==> src/rtl/cg_iteration_sequencer.sv <==
// Control sequencer for the conjugate-gradient datapath: steps through the CG stages,
// issues stage go pulses and read beats, holds rsold/rsnew and reports solve status.
module cg_iteration_sequencer #(
    parameter int unsigned ELEMENT_WIDTH = 32,
    parameter int unsigned NO_OF_UNITS   = 8,
    parameter int unsigned LEN_WIDTH     = 32,
    parameter int unsigned ITER_WIDTH    = 16
) (
    input  logic                     clk,
    input  logic                     reset,
    input  logic                     start,
    input  logic                     abort,
    input  logic [LEN_WIDTH-1:0]     total,
    input  logic [ITER_WIDTH-1:0]    max_iter,
    input  logic [ELEMENT_WIDTH-1:0] tolerance,
    input  logic [ELEMENT_WIDTH-1:0] dot_result,
    input  logic                     rd_ready,
    input  logic [6:0]               stage_done,
    output logic [6:0]               stage_go,
    output logic                     rd_strobe,
    output logic [ELEMENT_WIDTH-1:0] rs_old,
    output logic [ELEMENT_WIDTH-1:0] rs_new,
    output logic [ITER_WIDTH-1:0]    iter_count,
    output logic                     busy,
    output logic                     done,
    output logic                     converged,
    output logic                     timeout,
    output logic                     err_len
);

    typedef enum logic [3:0] {
        StIdle, StRsold, StMatvec, StAlpha, StUpdXr, StRsnew, StCheck, StBeta, StUpdP, StDone
    } state_e;

    localparam logic [LEN_WIDTH-1:0] Units = LEN_WIDTH'(NO_OF_UNITS);

    state_e                   state_q, state_d;
    logic                     first_q;
    logic                     pend_q;
    logic [LEN_WIDTH-1:0]     beats_total_q, beats_left_q, beats_calc, beats_after;
    logic [ELEMENT_WIDTH-1:0] rs_old_q, rs_new_q;
    logic [ITER_WIDTH-1:0]    iter_q;
    logic                     conv_q, tmo_q, err_q;
    logic [6:0]               cur_stage;
    logic                     hit, streaming, strobe, stream_exit, accept, cap_hit;

    always_comb begin
        beats_calc = total / Units;
        if ((total % Units) != '0) beats_calc = beats_calc + LEN_WIDTH'(1);
    end

    always_comb begin
        cur_stage = '0;
        unique case (state_q)
            StRsold:  cur_stage = 7'b0000001;
            StMatvec: cur_stage = 7'b0000010;
            StAlpha:  cur_stage = 7'b0000100;
            StUpdXr:  cur_stage = 7'b0001000;
            StRsnew:  cur_stage = 7'b0010000;
            StBeta:   cur_stage = 7'b0100000;
            StUpdP:   cur_stage = 7'b1000000;
            default:  cur_stage = '0;
        endcase
    end

    // A done pulse seen before the last beat is remembered in pend_q until the beats run out.
    assign hit         = |(stage_done & cur_stage);
    assign streaming   = (state_q == StRsold) || (state_q == StRsnew);
    assign strobe      = streaming && rd_ready && (beats_left_q != '0) && !abort;
    assign beats_after = beats_left_q - LEN_WIDTH'(strobe);
    assign stream_exit = (hit || pend_q) && (beats_after == '0);
    assign accept      = (state_q == StIdle) && start && (total != '0);
    assign cap_hit     = (max_iter != '0) && (iter_q >= max_iter);

    always_ff @(posedge clk) begin
        if (reset) begin
            state_q <= StIdle;
            first_q <= 1'b0;
        end else begin
            state_q <= state_d;
            first_q <= (state_d != state_q);
        end
    end

    always_comb begin
        state_d = state_q;
        unique case (state_q)
            StIdle:   if (accept) state_d = StRsold;
            StRsold:  if (stream_exit) state_d = StMatvec;
            StMatvec: if (hit) state_d = StAlpha;
            StAlpha:  if (hit) state_d = StUpdXr;
            StUpdXr:  if (hit) state_d = StRsnew;
            StRsnew:  if (stream_exit) state_d = StCheck;
            StCheck:  state_d = (rs_new_q <= tolerance) ? StDone : StBeta;
            StBeta:   if (hit) state_d = StUpdP;
            StUpdP:   if (hit) state_d = cap_hit ? StDone : StMatvec;
            StDone:   state_d = StIdle;
            default:  state_d = StIdle;
        endcase
        if (abort && state_q != StIdle) state_d = StIdle;
    end

    always_comb begin
        stage_go   = (first_q && !abort) ? cur_stage : '0;
        rd_strobe  = strobe;
        busy       = (state_q != StIdle) && (state_q != StDone);
        done       = (state_q == StDone);
        rs_old     = rs_old_q;
        rs_new     = rs_new_q;
        iter_count = iter_q;
        converged  = conv_q;
        timeout    = tmo_q;
        err_len    = err_q;
    end

    always_ff @(posedge clk) begin
        if (reset) begin
            pend_q        <= 1'b0;
            beats_total_q <= '0;
            beats_left_q  <= '0;
            rs_old_q      <= '0;
            rs_new_q      <= '0;
            iter_q        <= '0;
            conv_q        <= 1'b0;
            tmo_q         <= 1'b0;
            err_q         <= 1'b0;
        end else begin
            if (state_d != state_q) pend_q <= 1'b0;
            else if (hit)           pend_q <= 1'b1;

            if (accept) begin
                beats_total_q <= beats_calc;
                beats_left_q  <= beats_calc;
                iter_q        <= '0;
                conv_q        <= 1'b0;
                tmo_q         <= 1'b0;
                err_q         <= 1'b0;
            end else if (state_q == StIdle && start) begin
                err_q <= 1'b1;
            end else if (state_q == StUpdXr && state_d == StRsnew) begin
                beats_left_q <= beats_total_q;
            end else if (strobe) begin
                beats_left_q <= beats_after;
            end

            if (!abort) begin
                if (state_q == StRsold && stage_done[0]) rs_old_q <= dot_result;
                if (state_q == StRsnew && stage_done[4]) rs_new_q <= dot_result;
                if (state_q == StUpdXr && stage_done[3] && iter_q != '1) iter_q <= iter_q + 1'b1;
                if (state_q == StCheck && rs_new_q <= tolerance) conv_q <= 1'b1;
                if (state_q == StUpdP && stage_done[6]) begin
                    rs_old_q <= rs_new_q;
                    if (cap_hit) tmo_q <= 1'b1;
                end
            end
        end
    end

endmodule

==> config.mk <==
export PLATFORM = sky130hd
export DESIGN_NAME = cg_iteration_sequencer
export DESIGN_NICKNAME = d
export VERILOG_FILES = /design/src/rtl/cg_iteration_sequencer.sv
export SDC_FILE = /design/constraint.sdc
export NUM_CORES = 1
export LEC_CHECK = 0
export ABC_AREA = 1
export ABC_CLOCK_PERIOD_IN_PS = 5600
export CAP_MARGIN = 10
export CORE_ASPECT_RATIO = 0.6
export CORE_MARGIN = 2
export CORE_UTILIZATION = 25
export DETAILED_ROUTE_END_ITERATION = 10
export GPL_TIMING_DRIVEN = 0
export SETUP_SLACK_MARGIN = 0.02
export SLEW_MARGIN = 20
export SYNTH_ARGS = -nofsm -noshare
export SYNTH_HDL_FRONTEND = slang
export SYNTH_SLANG_ARGS = --single-unit
==> constraint.sdc <==
create_clock -name clk -period 5.6 [get_ports clk]
set_input_delay 1.12 -clock clk [delete_from_list [all_inputs] [get_ports clk]]
set_output_delay 1.12 -clock clk [all_outputs]
set_load 0.02 [all_outputs]
Word level (Yosys, flattened, before mapping)

Index checks and enable logic that the tools add are counted.

Bits in registers: 153
Output and inout bits: 93
Logic and storage cells: 98
Input port bits: 124

Reduce and logical (&&, ||, !) cells: 35
Equality and inequality tests: 14
Multiplexer cells: 31
Add/sub/neg operators: 3
$lt $le $gt $ge: 2
Bitwise operators: 2

Operator list:

| kind                                                            | number |
|---|---|
| 32-bit 2-to-1 mux                                               | 6 |
| 32-bit nonzero test                                             | 3 |
| 7-bit case mux with 7 select lines                              | 1 |
| 16-bit 2-to-1 mux                                               | 3 |
| 4-bit 2-to-1 mux                                                | 11 |
| 4-bit case mux with 9 select lines                              | 1 |
| 32-bit less-or-equal comparator                                 | 1 |
| 32-bit logical NOT                                              | 1 |
| 32-bit by 1-bit subtractor with 32-bit output                   | 1 |
| 29-bit by 1-bit adder with 30-bit output, second input constant | 1 |
| 30-bit 2-to-1 mux                                               | 1 |
| 4-bit by 3-bit == test with 1-bit output, second input constant | 5 |
| 1-bit logical AND                                               | 17 |
| 16-bit by 1-bit adder with 16-bit output, second input constant | 1 |
| 16-bit >= comparator                                            | 1 |
| 16-bit inequality test, second input constant                   | 1 |
| 16-bit nonzero test                                             | 1 |
| 4-bit by 2-bit == test with 1-bit output, second input constant | 2 |
| 4-bit == test, second input constant                            | 2 |
| 7-bit AND                                                       | 1 |
| 1-bit 2-to-1 mux                                                | 7 |
| 7-bit 2-to-1 mux                                                | 1 |
| 7-bit OR reduction                                              | 1 |
| 2-bit AND reduction                                             | 3 |
| 12 further kinds                                                | 14 |

Logic depth before layout (Yosys ltp)

Word-level depth: 16
Depth in mapped cells: 26
Mapped depth without buffers: 26

Worst setup path before layout

Ideal clock, no wire load.

Path type: input port to flip-flop
Start: input port abort
End: register first_q
Setup slack: 1,696 ps
Data required time: 5,472 ps
Arrival: 3,777 ps
Stages: 20
Cells stage by stage: inv_1 > nand3_1 > nor2_1 > ha_1 > ha_1 > nand2_1 > nor2_1 > nand3_1 > o21ai_0 > nand2_1 > nor2_1 > nand2_1 > nor2_2 > nand3_2 > o21ai_2 > nand2_1 > nand2_1 > nand2_2 > nor2_1 > nor2_1

Longest elaborated chain between the ends: 9
Elaborated cells on any way between the ends: 11
Those cells by class: add/sub (1); eq/ne (1); mux (4); reduce/logical (5)

RTL lines:

| what                                              | line   | source |
|---|---|---|
| start: declaration                                | 12     | `input logic abort,` |
| 1-bit logical NOT (*)                             | --     |  |
| 1-bit logical AND (*)                             | 69     | `assign strobe = streaming && rd_ready && (beats_left_q != '0) && !abort;` |
| net rd_strobe                                     | 20     | `output logic rd_strobe,` |
| 32-bit by 1-bit subtractor with 32-bit output (*) | 70     | `assign beats_after = beats_left_q - LEN_WIDTH'(strobe);` |
| 32-bit logical NOT (*)                            | 71     | `assign stream_exit = (hit \|\| pend_q) && (beats_after == '0);` |
| 1-bit logical AND (*)                             | 71     |  |
| 4-bit 2-to-1 mux (on tied branches)               | 93, 89 |  |
| 4-bit case mux with 9 select lines (*)            | 87     | `unique case (state_q)` |
| 4-bit 2-to-1 mux (*)                              | 100    | `if (abort && state_q != StIdle) state_d = StIdle;` |
| 4-bit inequality test (*)                         | 81     | `first_q <= (state_d != state_q);` |
| end signal: assignment                            | 81     |  |
| end: declaration                                  | 38     | `logic first_q;` |

Mark *: on every way through the listed nets, which the timed path passes. The rest lies on a longest branch.
A chain may end at the register's enable or synchronous reset.

Worst setup path in the final report

Start: input port abort
End: register first_q

Longest elaborated chain between the ends: 9
Elaborated cells on any way between the ends: 11
Those cells by class: add/sub (1); eq/ne (1); mux (4); reduce/logical (5)

RTL lines:

| what                                          | line |
|---|---|
| 1-bit logical NOT                             | -- |
| 1-bit logical AND                             | 69 |
| 32-bit by 1-bit subtractor with 32-bit output | 70 |
| 32-bit logical NOT                            | 71 |
| 1-bit logical AND                             | 71 |
| 4-bit 2-to-1 mux (on tied branches)           | 93, 89 |
| 4-bit case mux with 9 select lines            | 87 |
| 4-bit 2-to-1 mux (*)                          | 100 |
| 4-bit inequality test (*)                     | 81 |

Every way passes the cells marked *; elsewhere a longest branch is shown, timed or not.

==> impl_metrics.py <==
metrics = {
    "sta": {
        "setup_viol": 0,
        "fin_ws_ps": 532,
        "fin_tns_setup_ps": 0,
        "tightest_slew_ps": 998,
        "finalCritPeriodShare_pct": 90.5,
        "skew_ps": 11.9,
        "drv_slew": 0,
        "period_minus_slack_ps": 5070,
        "slew_headroom_pct": 32.9,
        "whs_ps": 458,
        "hold_violations": 0,
        "rsz0062_at_grt": "no",
        "fmax_ghz": 0.197,
    },
    "power": {
        "p_total_mw": 3.10,
        "power.leakage_nw": 5.66,
        "power_density_nw_per_um2": 235,
        "vdd_drop_max_mv": 0.113,
    },
    "logic_synthesis": {
        "synth_commonest_cells": "nand2_1, nor2_1, inv_1",
        "synth_area_per_cell_um2": 6.58,
        "synth-edff-count": 0,
        "synth-seq-cells": 151,
        "yosysMostFrequentCell": "nand2_1",
        "synth_ff_type": "dfxtp_1",
        "yosysWarnings": 0,
        "synthCells": 1481,
        "postSynthNetCount": 1657,
        "syn-cell-area_um2": 9740,
        "async_flop_share_pct": 0,
        "synth.top_cells.by_area": "dfxtp_1, nand2_1, nor2_1",
        "yosysSeqAreaShare_pct": 31.0,
        "synth_area_leader_cell": "dfxtp_1",
        "yosys.cell_types.count": 50,
        "synth_top_area_share_pct": 31.0,
    },
    "clock_tree": {
        "cts_root_buffer": "clkbuf_16",
        "htree_levels": 4,
        "cts.clk_slew.worst_paths_ps": 70,
        "numCtsBuffers": 17,
        "clockBufferDepth": 2,
        "post_cts_buffers": 0,
        "cts_tree": "built",
        "clk_latency_ps": 450,
        "cts_sinks": 151,
        "ctsHoldBuffers": 0,
        "ctsResizeCount": 0,
    },
    "floorplanning": {
        "die-area_um2": 40600,
        "die_x_um": 259,
        "num_rows": 55,
        "io_pins": 217,
        "fp.dieH_um": 157,
        "start_util_pct": 25.6,
        "core-area_um2": 38100,
    },
    "worst_setup_path": {
        "worst_setup_path_start_kind": "primary input",
        "cp_top_family": "simple AND/OR/NAND/NOR gates",
        "crit_top_cell": "nand2_1",
        "endpoint_kind": "register",
        "max_stage_delay_ps": 650,
        "crit_chain": "clkdlybuf4s50_1 -> inv_1 -> nand3_1 -> nor2_1 -> ha_1 -> ha_1 -> nand2_4 -> nor3_1 -> nand2_1 -> nand2_1 -> nand2_1 -> nor2_1 -> nand2_1 -> nor2_2 -> nand3_2 -> o21ai_2 -> nand2_1 -> nand2_1 -> nand2_2 -> nor2_1 -> nor2_1",
        "critPathRequiredTime_ps": 5910,
        "reg2reg_depth": 22,
        "crit_cells": 21,
        "worstSetupPathType": "in2reg",
        "crit_slowest_cell": "nor2_1",
        "worst-path-buf-inv": 2,
        "cp.arrival_ps": 5380,
        "critPathMaxFanout": 5,
    },
    "cells_and_area": {
        "finalNetCount": 1892,
        "final_core_util_pct": 34.6,
        "final_area_um2": 13200,
        "area_delta_synth_final_pct": 35.3,
        "drive_gt1_share_pct": 7.23,
        "finalNonFillerCells": 2243,
    },
    "placement": {
        "port_buffers": 216,
        "pre_cts_slack_ps": 171,
        "place_area_um2": 12500,
        "gp_congestion": 0.943,
        "place_inst": 2210,
        "dp_hpwl_um": 30300,
    },
    "global_route": {
        "grt_max_degree": 17,
        "grt_use_total_pct": 18.2,
        "overflow": 0,
        "grt_pass1_vias": 9791,
        "antenna_found_initial": 1,
        "grt_pass1_wl_um": 56700,
    },
    "drt": {
        "vias_per_cell": 4.77,
        "wirelength_um": 37100,
        "drc_errors": 0,
        "drtIter0Drc": 913,
        "wl_per_cell_um": 16.5,
        "first_pass_iters": 6,
        "vias": 10710,
        "route.antenna.remaining_nets": 0,
    },
    "run_status": {
        "status": "complete, no violations",
    },
    "min_path": {
        "hold_class": "reg2reg",
        "whs_path_depth": 2,
    },
    "flow_run": {
        "drv_cap": 0,
    },
}
-- cells by family after synthesis --
| logic type | synth area share (%) |
|---|---|
| flops | 31.0 |
| xor+xnor | 1.44 |
| buf+inv | 9.25 |
| fa+ha+maj | 6.68 |
| simple gates | 34.2 |
| compound gates | 17.4 |
-- metal layers --
| layer | vias to the layer above | track usage, % | part of all wire (%) |
|---|---|---|---|
| li1 | 5360 | - | - |
| met1 | 4982 | 27.9 | 52 |
| met2 | 333 | 25.7 | 40 |
| met3 | 35 | 3.51 | 6.5 |
| met4 | 0 | 4.62 | 1.6 |
| met5 | - | 0 | 0 |
-- worst register-to-register path, delay by kind of cell (launching register included) --
family	cells	cell delay, ps
flip-flops	1	370
AO/OA/AOI/OAI	1	150
AND/OR/NAND/NOR	18	2960
buffers and inverters	1	180
adder cells (fa/ha/maj)	2	760
-- cell usage in the layout (no fill, tap or decap), drive strengths merged --
cell           netlist  final
diode                0      1
or2                  2      2
a31oi               50     50
a211oi               3      3
nor3                31     31
dfxtp              151    151
inv                167    170
nor3b                1      1
o21a                 5      5
nor4                 6      6
nand3               77     77
nand4               24     24
o21ai              144    144
o22ai                1      1
a22oi                2      2
a22o                 6      6
clkdlybuf4s50        0    216
a311oi               1      1
ha                  52     52
bufinv               0      4
xor2                11     11
and2                 1      1
xnor2                5      5
nand2              375    375
clkinvlp             0      2
and3                 1      1
dlymetal6s2s         1      1
o211ai               9      9
o31ai                2      2
nor2               215    215
buf                 21     21
nand3b               4      4
clkinv               3      7
clkbuf              31     50
a21oi               79     79
-- state kept, by name (all words and copies together), names as in the netlist --
signal	flops
beats_left_q	32
rs_new	32
rs_old	32
beats_total_q	30
iter_count	16
state_q	4
converged	1
err_len	1
first_q	1
pend_q	1
timeout	1
-- layout make-up --
cell class / instances / area, µm²
antenna: 1 / 2.50
buffer: 53 / 260
clock buffer: 19 / 443
clock inverter: 13 / 193
fill: 4017 / 24900
inverter: 170 / 641
multi-input combinational: 1107 / 5820
sequential: 151 / 3020
tap: 513 / 642
timing repair buffer: 216 / 2160
-- worst paths after layout --
path                            startpoint      end  slack, ps
worst max register to register  state_q[1]  first_q       1040
worst min register to register     timeout  timeout        460
worst min-delay path               timeout  timeout        460
worst max-delay path                 abort  first_q        530
-- report_power, final --
part           internal, mW  switching, mW  total, mW  leakage [nW]
clock                 0.763          0.516       1.28         0.305
sequential             1.13         0.0500       1.18          1.23
combinational         0.251          0.394      0.644          4.12
(Power assumes the default switching activity.)
